File: src/rtl/ahb_arbiter.sv
// ahb_arbiter: two-master, one-slave AHB-Lite arbiter.
//   Master 0 is the instruction port and master 1 is the data port.
//   The grant is combinational, so an uncontended transfer reaches the slave
//   in the same cycle that the master presents it.
//   A master that loses arbitration, or that presents a request while the
//   slave stalls, has its address phase captured in a per-master hold
//   register. It then sees hready=0 until the held request has been issued.
//   Contended cycles alternate between the masters. After reset, master 0
//   wins the first tie.
// Ports:
//   clk, rst                      clock, asynchronous active-high reset
//   m{0,1}_haddr/hsize/htrans/    master address-phase request
//     hwrite/hwdata               and write data
//   m{0,1}_hrdata/hready/hresp    per-master response
//   s_haddr/hsize/htrans/         shared slave request
//     hwrite/hwdata
//   s_hrdata/hready/hresp         shared slave response
module ahb_arbiter #(
  parameter int DW = 32
) (
  input  logic          clk,
  input  logic          rst,
  input  logic [31:0]   m0_haddr,
  input  logic [2:0]    m0_hsize,
  input  logic [1:0]    m0_htrans,
  input  logic          m0_hwrite,
  input  logic [DW-1:0] m0_hwdata,
  output logic [DW-1:0] m0_hrdata,
  output logic          m0_hready,
  output logic          m0_hresp,
  input  logic [31:0]   m1_haddr,
  input  logic [2:0]    m1_hsize,
  input  logic [1:0]    m1_htrans,
  input  logic          m1_hwrite,
  input  logic [DW-1:0] m1_hwdata,
  output logic [DW-1:0] m1_hrdata,
  output logic          m1_hready,
  output logic          m1_hresp,
  output logic [31:0]   s_haddr,
  output logic [2:0]    s_hsize,
  output logic [1:0]    s_htrans,
  output logic          s_hwrite,
  output logic [DW-1:0] s_hwdata,
  input  logic [DW-1:0] s_hrdata,
  input  logic          s_hready,
  input  logic          s_hresp
);

  localparam logic [1:0] HTRANS_IDLE   = 2'b00;
  localparam logic [1:0] HTRANS_NONSEQ = 2'b10;

  // Live master signals gathered into arrays so both masters share one code path.
  logic [31:0] live_addr_s  [2];
  logic [2:0]  live_size_s  [2];
  logic [1:0]  live_write_s;
  logic [1:0]  live_s;
  logic [1:0]  pend_s;
  logic [1:0]  hready_s;
  logic [1:0]  hresp_s;
  logic [1:0]  fwd_s;
  logic        gnt_valid_s;
  logic        gnt_idx_s;
  logic        unused_htrans_lsb_s;

  // Hold registers: one parked address phase per master.
  logic [1:0]  hold_valid_r;
  logic [31:0] hold_addr_r  [2];
  logic [2:0]  hold_size_r  [2];
  logic [1:0]  hold_write_r;

  logic        r_last;
  logic        r_dph_valid;
  logic        r_dph_owner;

  assign live_addr_s[0] = m0_haddr;
  assign live_addr_s[1] = m1_haddr;
  assign live_size_s[0] = m0_hsize;
  assign live_size_s[1] = m1_hsize;
  assign live_write_s   = {m1_hwrite, m0_hwrite};

  // Only htrans[1] matters: SEQ is issued as NONSEQ, and BUSY is treated like IDLE.
  assign unused_htrans_lsb_s = ^{m0_htrans[0], m1_htrans[0]};

  // Per-master ready and response. A held master stalls until its request is issued.
  always_comb begin
    hready_s = 2'b11;
    hresp_s  = 2'b00;
    for (int i = 0; i < 2; i++) begin
      if (hold_valid_r[i]) begin
        hready_s[i] = 1'b0;
      end else if (r_dph_valid && (r_dph_owner == i[0])) begin
        hready_s[i] = s_hready;
      end else begin
        hready_s[i] = 1'b1;
      end
      if (r_dph_valid && (r_dph_owner == i[0])) begin
        hresp_s[i] = s_hresp;
      end else begin
        hresp_s[i] = 1'b0;
      end
    end
  end

  assign live_s = {m1_htrans[1] & hready_s[1], m0_htrans[1] & hready_s[0]};
  assign pend_s = live_s | hold_valid_r;

  // Combinational grant. On a tie the grant goes to the master that was not granted last.
  always_comb begin
    gnt_valid_s = 1'b0;
    gnt_idx_s   = 1'b0;
    if (rst) begin
      gnt_valid_s = 1'b0;
    end else begin
      case (pend_s)
        2'b01:   begin gnt_valid_s = 1'b1; gnt_idx_s = 1'b0;    end
        2'b10:   begin gnt_valid_s = 1'b1; gnt_idx_s = 1'b1;    end
        2'b11:   begin gnt_valid_s = 1'b1; gnt_idx_s = ~r_last; end
        default: begin gnt_valid_s = 1'b0; gnt_idx_s = 1'b0;    end
      endcase
    end
  end

  // Slave address phase: the held request takes priority over the live signals.
  always_comb begin
    s_htrans = gnt_valid_s ? HTRANS_NONSEQ : HTRANS_IDLE;
    if (hold_valid_r[gnt_idx_s]) begin
      s_haddr  = hold_addr_r[gnt_idx_s];
      s_hsize  = hold_size_r[gnt_idx_s];
      s_hwrite = hold_write_r[gnt_idx_s];
    end else begin
      s_haddr  = live_addr_s[gnt_idx_s];
      s_hsize  = live_size_s[gnt_idx_s];
      s_hwrite = live_write_s[gnt_idx_s];
    end
  end

  assign fwd_s[0] = s_hready & gnt_valid_s & ~gnt_idx_s;
  assign fwd_s[1] = s_hready & gnt_valid_s &  gnt_idx_s;

  assign s_hwdata  = r_dph_owner ? m1_hwdata : m0_hwdata;
  assign m0_hrdata = s_hrdata;
  assign m1_hrdata = s_hrdata;
  assign m0_hready = hready_s[0];
  assign m1_hready = hready_s[1];
  assign m0_hresp  = hresp_s[0];
  assign m1_hresp  = hresp_s[1];

  // Arbitration history and data-phase ownership. All three are frozen while the slave stalls.
  always_ff @(posedge clk or posedge rst) begin
    if (rst) begin
      r_last      <= 1'b1;
      r_dph_valid <= 1'b0;
      r_dph_owner <= 1'b0;
    end else if (s_hready) begin
      if (gnt_valid_s) begin
        r_last      <= gnt_idx_s;
        r_dph_valid <= 1'b1;
        r_dph_owner <= gnt_idx_s;
      end else begin
        r_dph_valid <= 1'b0;
      end
    end
  end

  // Hold registers: clear when the request is forwarded, and capture a live request that was not forwarded.
  always_ff @(posedge clk or posedge rst) begin
    if (rst) begin
      hold_valid_r <= 2'b00;
      hold_write_r <= 2'b00;
      for (int i = 0; i < 2; i++) begin
        hold_addr_r[i] <= 32'h0000_0000;
        hold_size_r[i] <= 3'b000;
      end
    end else begin
      for (int i = 0; i < 2; i++) begin
        if (fwd_s[i]) begin
          hold_valid_r[i] <= 1'b0;
        end else if (live_s[i]) begin
          hold_valid_r[i] <= 1'b1;
          hold_addr_r[i]  <= live_addr_s[i];
          hold_size_r[i]  <= live_size_s[i];
          hold_write_r[i] <= live_write_s[i];
        end
      end
    end
  end

endmodule

File: config.mk
export PLATFORM = sky130hd
export DESIGN_NAME = ahb_arbiter
export DESIGN_NICKNAME = d
export VERILOG_FILES = /design/src/rtl/ahb_arbiter.sv
export SDC_FILE = /design/constraint.sdc
export NUM_CORES = 1
export LEC_CHECK = 0
export CORE_AREA = 4 4 123 125
export DETAILED_ROUTE_END_ITERATION = 7
export DIE_AREA = 0 0 127 129
export GPL_TIMING_DRIVEN = 1
export PLACE_DENSITY = 0.76
export RECOVER_POWER = 100
export SKIP_LAST_GASP = 1
export SLEW_MARGIN = 20
export SYNTH_ARGS = -nofsm -noshare
export SYNTH_HDL_FRONTEND = slang
export SYNTH_SLANG_ARGS = --single-unit
File: constraint.sdc
create_clock -name clk -period 15.1 [get_ports clk]
set_clock_uncertainty 0.2 [all_clocks]
set_input_delay 3.02 -clock clk [delete_from_list [all_inputs] [get_ports clk]]
set_output_delay 3.02 -clock clk [all_outputs]
set_load 0.02 [all_outputs]
Word level (Yosys, flattened, before mapping)
Index checks and enable logic that the tools add are counted.

operators by class
  reduce and logical (&&, ||, !) cells = 8
  muxes and demuxes = 38
  $lt $le $gt $ge = 2
  equality and inequality tests = 3
  bitwise gates (word level) = 12

operators with widths
  cell                  count
  $mux W32              8
  $mux W1               21
  $mux W3               7
  $reduce_and A2 Y1     3
  $and A1 B1 Y1         5
  $not A1 Y1            5
  $eq A2 B2 Y1 const B  2
  $reduce_bool A2 Y1    2
  $reduce_or A3 Y1      1
  $eq A2 B1 Y1 const B  1
  $ge A2 B2 Y1 const B  1
  $logic_and A1 B1 Y1   2
  $lt A1 B2 Y1 const B  1
  $mux W2               1
  $not A1 Y2            1
  $or A2 B2 Y2          1
  $pmux W1 S2           1

word-level totals
  output and inout port bits = 138
  register bits after elaboration = 77

Logic depth before layout (Yosys ltp)
  depth in word-level cells = 14
  depth in mapped cells = 8

Worst setup path before layout
OpenSTA, ideal clock, no wires.

  kind = input to output
  start point = in rst
  end point = out s_haddr[2]
  stages = 5
  data arrival time = 6.265 ns
  buffers on the path = 1
  path slack = 5.615 ns
  data required time = 11.880 ns
  path through = inv_1 > a22oi_1 > a21oi_4 > buf_6 > mux4_1

on the way
  cells in the longest elaborated chain, start to end = 6
  elaborated cells between the ends (all ways) = 11
  those cells by class = mux (10); bitwise (1)

ends and longest elaborated chain
  what                                             RTL line  text
  start, declared                                  22        input logic rst,
  $mux W1 *                                        111       if (rst) begin
  $not A1 Y2 (implied by the code)                 127, 131
  $mux W32, on equally long branches (3 in a row)  131, 127
  $mux W32 *                                       126       if (hold_valid_r[gnt_idx_s]) begin
  end, declared                                    39        output logic [31:0] s_haddr,

Mark *: on every way between the ends. The rest lies on a longest branch, timed or not. The select of a mux whose other input is x is not followed.

Worst setup path in the final report
  start point = in s_hready
  end point = out s_haddr[19]

on the way
  cells in the longest elaborated chain, start to end = 12
  elaborated cells between the ends (all ways) = 21
  those cells by class = eq/ne (2); mux (15); bitwise (4)

ends and longest elaborated chain
  what                                             RTL line  text
  start, declared                                  45        input logic s_hready,
  $mux W1                                          91        end else if (r_dph_valid && (r_dph_owner == i[0])) begin
  $mux W1                                          89        if (hold_valid_r[i]) begin
  $and A1 B1 Y1                                    104       assign live_s = {m1_htrans[1] & hready_s[1], m0_htrans[1] & hready_s[0]};
  $or A2 B2 Y2 *                                   105       assign pend_s = live_s | hold_valid_r;
  $eq A2 B2 Y1                                     114       case (pend_s)
  $pmux W1 S2 *                                    114
  $mux W1 *                                        111
  $not A1 Y2 (implied by the code)                 127, 131
  $mux W32, on equally long branches (3 in a row)  131, 127
  $mux W32 *                                       126

Marked as above.

==> reports/results.tsv <==
metric	value	unit
yosys-top-cells-area	sky130_fd_sc_hd__dfrtp_1 39%, sky130_fd_sc_hd__mux2_2 24%, sky130_fd_sc_hd__mux4_1 12%	
cts.sinks	77	
sequentialPowerShare	32.1	%
post_cts_hold_buffer_count	0	
netlist.top_cell.by_area	sky130_fd_sc_hd__dfrtp_1	
netlist_instances	335	
critical-path-slowest-cell	sky130_fd_sc_hd__clkbuf_1	
rows	43	
violations	max-capacitance violations, max-slew violations	
post-cts-setup-buffer-count	0	
seq_area_frac_synth	39.7	%
critPathMaxFanout	39	
post-dp-hpwl	11200	µm
headroom_to_the_max_slew_limit	-177	%
drt-vias-per-instance	5.06	
required	11.88	ns
ys_warn_count	0	
final_layout_size_suffix_gt1_share	29.1	%
critical_path.max_stage_delay	1.91	ns
drc_errors	0	
final.fill_count	1220	
slew_viol_final	192	
worst_slew_pin_slew	4.15	ns
power_per_cell_area	155	nW/µm²
starting_density_of_the_core	35.0	%
clk_pin_slew	0.06	ns
setup.worst_path.class	in2out	
drtIter0Drc	95	
flow.area_growth_from_synthesis	42.1	%
worst_skew_pair.late_latency	0.34	ns
placement.cell_area	6620	µm²
finalWirelength	14600	µm
postRouteAntennaNets	0	
root_buffer	sky130_fd_sc_hd__clkbuf_16	
hold_violations	0	
placeableCoreArea	13900	µm²
synth_nets	511	
tns	0	ns
first_global_vias	3752	
peakVddDrop	0.000101	V
arrival	8.04	ns
achievable-frequency	88.8	MHz
vias	3366	
ys_ff_latch	77	
standby_leakage_power	2.77	nW
numCtsBuffers	9	
rsz0062_at_grt	no	
global_route_wire_length_before_repair	22100	µm
io_buffers	214	
post-route-util	49.7	%
dieHeight	129	µm
io-pin-count	314	
crit_path_end_kind	output port	
remaining_overflow_grt	0	
number_of_synthesized_flops_with_an_enable_pin	0	
fp.dieArea	16400	µm²
syn_avg_cell_area	14.5	µm²
drt_pass1_iterations	4	
total_switching_power	355	µW
outcome	complete, but fails checks	
worst_hold_class	reg2reg	
async_reset_ff_share	100	%
post_cts_resized	0	
grt_max_degree	78	
post-synth-top-area-fraction	39.2	%
ctsLongestPathBuffers	2	
max_cap_violation_count	4	
crit_path_start_kind	primary input	
power.clock.fraction	20.6	%
ctsHtreeMaxLevel	3	
worstPathCellList	dlygate4sd3_1 > or3b_1 > a21o_1 > a211oi_1 > clkbuf_1 > mux4_1 > dlygate4sd3_1	
power_report.internal_total	716	µW
rrSetupSlack	10.91	ns
gp_congestion	0.780	
ys.flop_type	sky130_fd_sc_hd__dfrtp_1	
portion_of_total_power_attributed_to_combinational_logic	47.4	%
track_usage	17.6	%
critical-path-top-delay-family	buffers and inverters	
layout_min_cycle_time	11.26	ns
layout.nets	656	
avgRoutedWirePerCell	22.0	µm
critical-path-top-cell-by-count	sky130_fd_sc_hd__dlygate4sd3_1	
cts_tree	built	
min_period_over_period	74.6	%
timing.critical_path.buf_inv	3	
synth_cell_types	32	
n_antenna_cell	0	
switching_share	33.2	%
synthesis.area	4860	µm²
design_area	6900	µm²
grt_antenna_before_repair	0	
chipWidth	127	µm
finalSetupViolations	0	
## area by class of cell
cell class / count / area (µm²) / share of cell area (%)
Clock buffer: 10 / 239 / 3.46
Multi-Input combinational cell: 171 / 2260 / 32.8
Clock inverter: 6 / 68.8 / 0.997
Inverter: 3 / 12.5 / 0.181
Timing Repair Buffer: 218 / 2160 / 31.4
Sequential cell: 77 / 1930 / 27.9
Tap cell: 180 / 225 / 3.26
## synth_stat cells, types with 2 or more instances
master / n
sky130_fd_sc_hd__a21oi_1: 4
sky130_fd_sc_hd__a22o_1: 2
sky130_fd_sc_hd__buf_2: 4
sky130_fd_sc_hd__buf_4: 71
sky130_fd_sc_hd__buf_6: 5
sky130_fd_sc_hd__clkbuf_1: 3
sky130_fd_sc_hd__dfrtp_1: 76
sky130_fd_sc_hd__inv_1: 3
sky130_fd_sc_hd__mux2_2: 104
sky130_fd_sc_hd__mux4_1: 22
sky130_fd_sc_hd__mux4_2: 14
sky130_fd_sc_hd__nand2_1: 5
sky130_fd_sc_hd__nor2_1: 3
## state kept, by name, indices dropped and copies added (netlist names)
signal and count:
hold_valid_r 2, hold_size_r 6, r_dph_valid 1, hold_addr_r 64, r_last 1, r_dph_owner 1
hold_write_r 2
## power by group through the flow
stage               registers, mW  clock network [mW]  logic, mW
finish                      0.343               0.220      0.507
global route                0.356               0.240      0.540
CTS                         0.344               0.230      0.545
detailed placement          0.348                   0      0.543
global placement            0.338                   0      0.535
floorplan                   0.331                   0      0.356
## per-layer routing
layer | vias up | share of wire [%] | track usage (%)
met4 | 0 | 1.7 | 4.98
met2 | 171 | 54 | 31.6
met3 | 24 | 7.9 | 6.72
met5 | - | 0 | 0.588
met1 | 1684 | 36 | 19.6
li1 | 1487 | - | -
## worst paths after layout
check / start / end / cells past startpoint
max in group asynchronous: rst / hold_addr_r[12]$_DFFE_PP0P_ / 3
min in group asynchronous: rst / hold_valid_r[0]$_DFFE_PP0P_ / 3
setup / recovery: s_hready / s_haddr[19] / 7
hold / removal: hold_addr_r[39]$_DFFE_PP0P_ / hold_addr_r[39]$_DFFE_PP0P_ / 1
setup reg to reg: r_dph_owner$_DFFE_PP0P_ / hold_valid_r[1]$_DFFE_PP0P_ / 6
hold reg to reg: hold_addr_r[39]$_DFFE_PP0P_ / hold_addr_r[39]$_DFFE_PP0P_ / 1
## placed cells by master, fill, tap and decap left out, drive strengths merged
cell type and n:
clkbuf 12, nor2b 2, bufinv 1, o31a 1, conb 1, a211oi 1
and3 1, a21oi 5, clkinvlp 2, o21ai 1, nand3b 1, mux2 104
a211o 1, clkdlybuf4s50 139, dlygate4sd3 75, inv 4, a22oi 1, a22o 2
dfstp 1, a21o 1, nor2 3, nand2 6, nand3 1, buf 2
or3b 1, o211ai 1, and2 1, mux4 36, dfrtp 76, clkinv 2
## through the flow
step           hold slack [ns]  power (mW)  std cells  setup WS (ns)
2_1_floorplan            0.270       0.687        335           5.62
3_3_place_gp             0.278       0.873        649           5.44
3_5_place_dp             0.284       0.890        649           5.44
4_1_cts                  0.298        1.12        665           5.44
5_1_grt                  0.315        1.14        665           3.45
6_report                 0.297        1.07        665           3.84
## kinds of logic (layout without fill, tap and decap cells)
family                 count (synthesis)  after routing  synth area share [%]
muxes                                140            140                  42.5
other                                  1              1                0.0772
AOI/OAI and AO/OA                     14             14                  2.45
buffers and inverters                 87            237                  13.3
DFF                                   77             77                  39.7
and+or+nand+nor                       16             16                  1.96
Power figures use the tool's default switching activity.
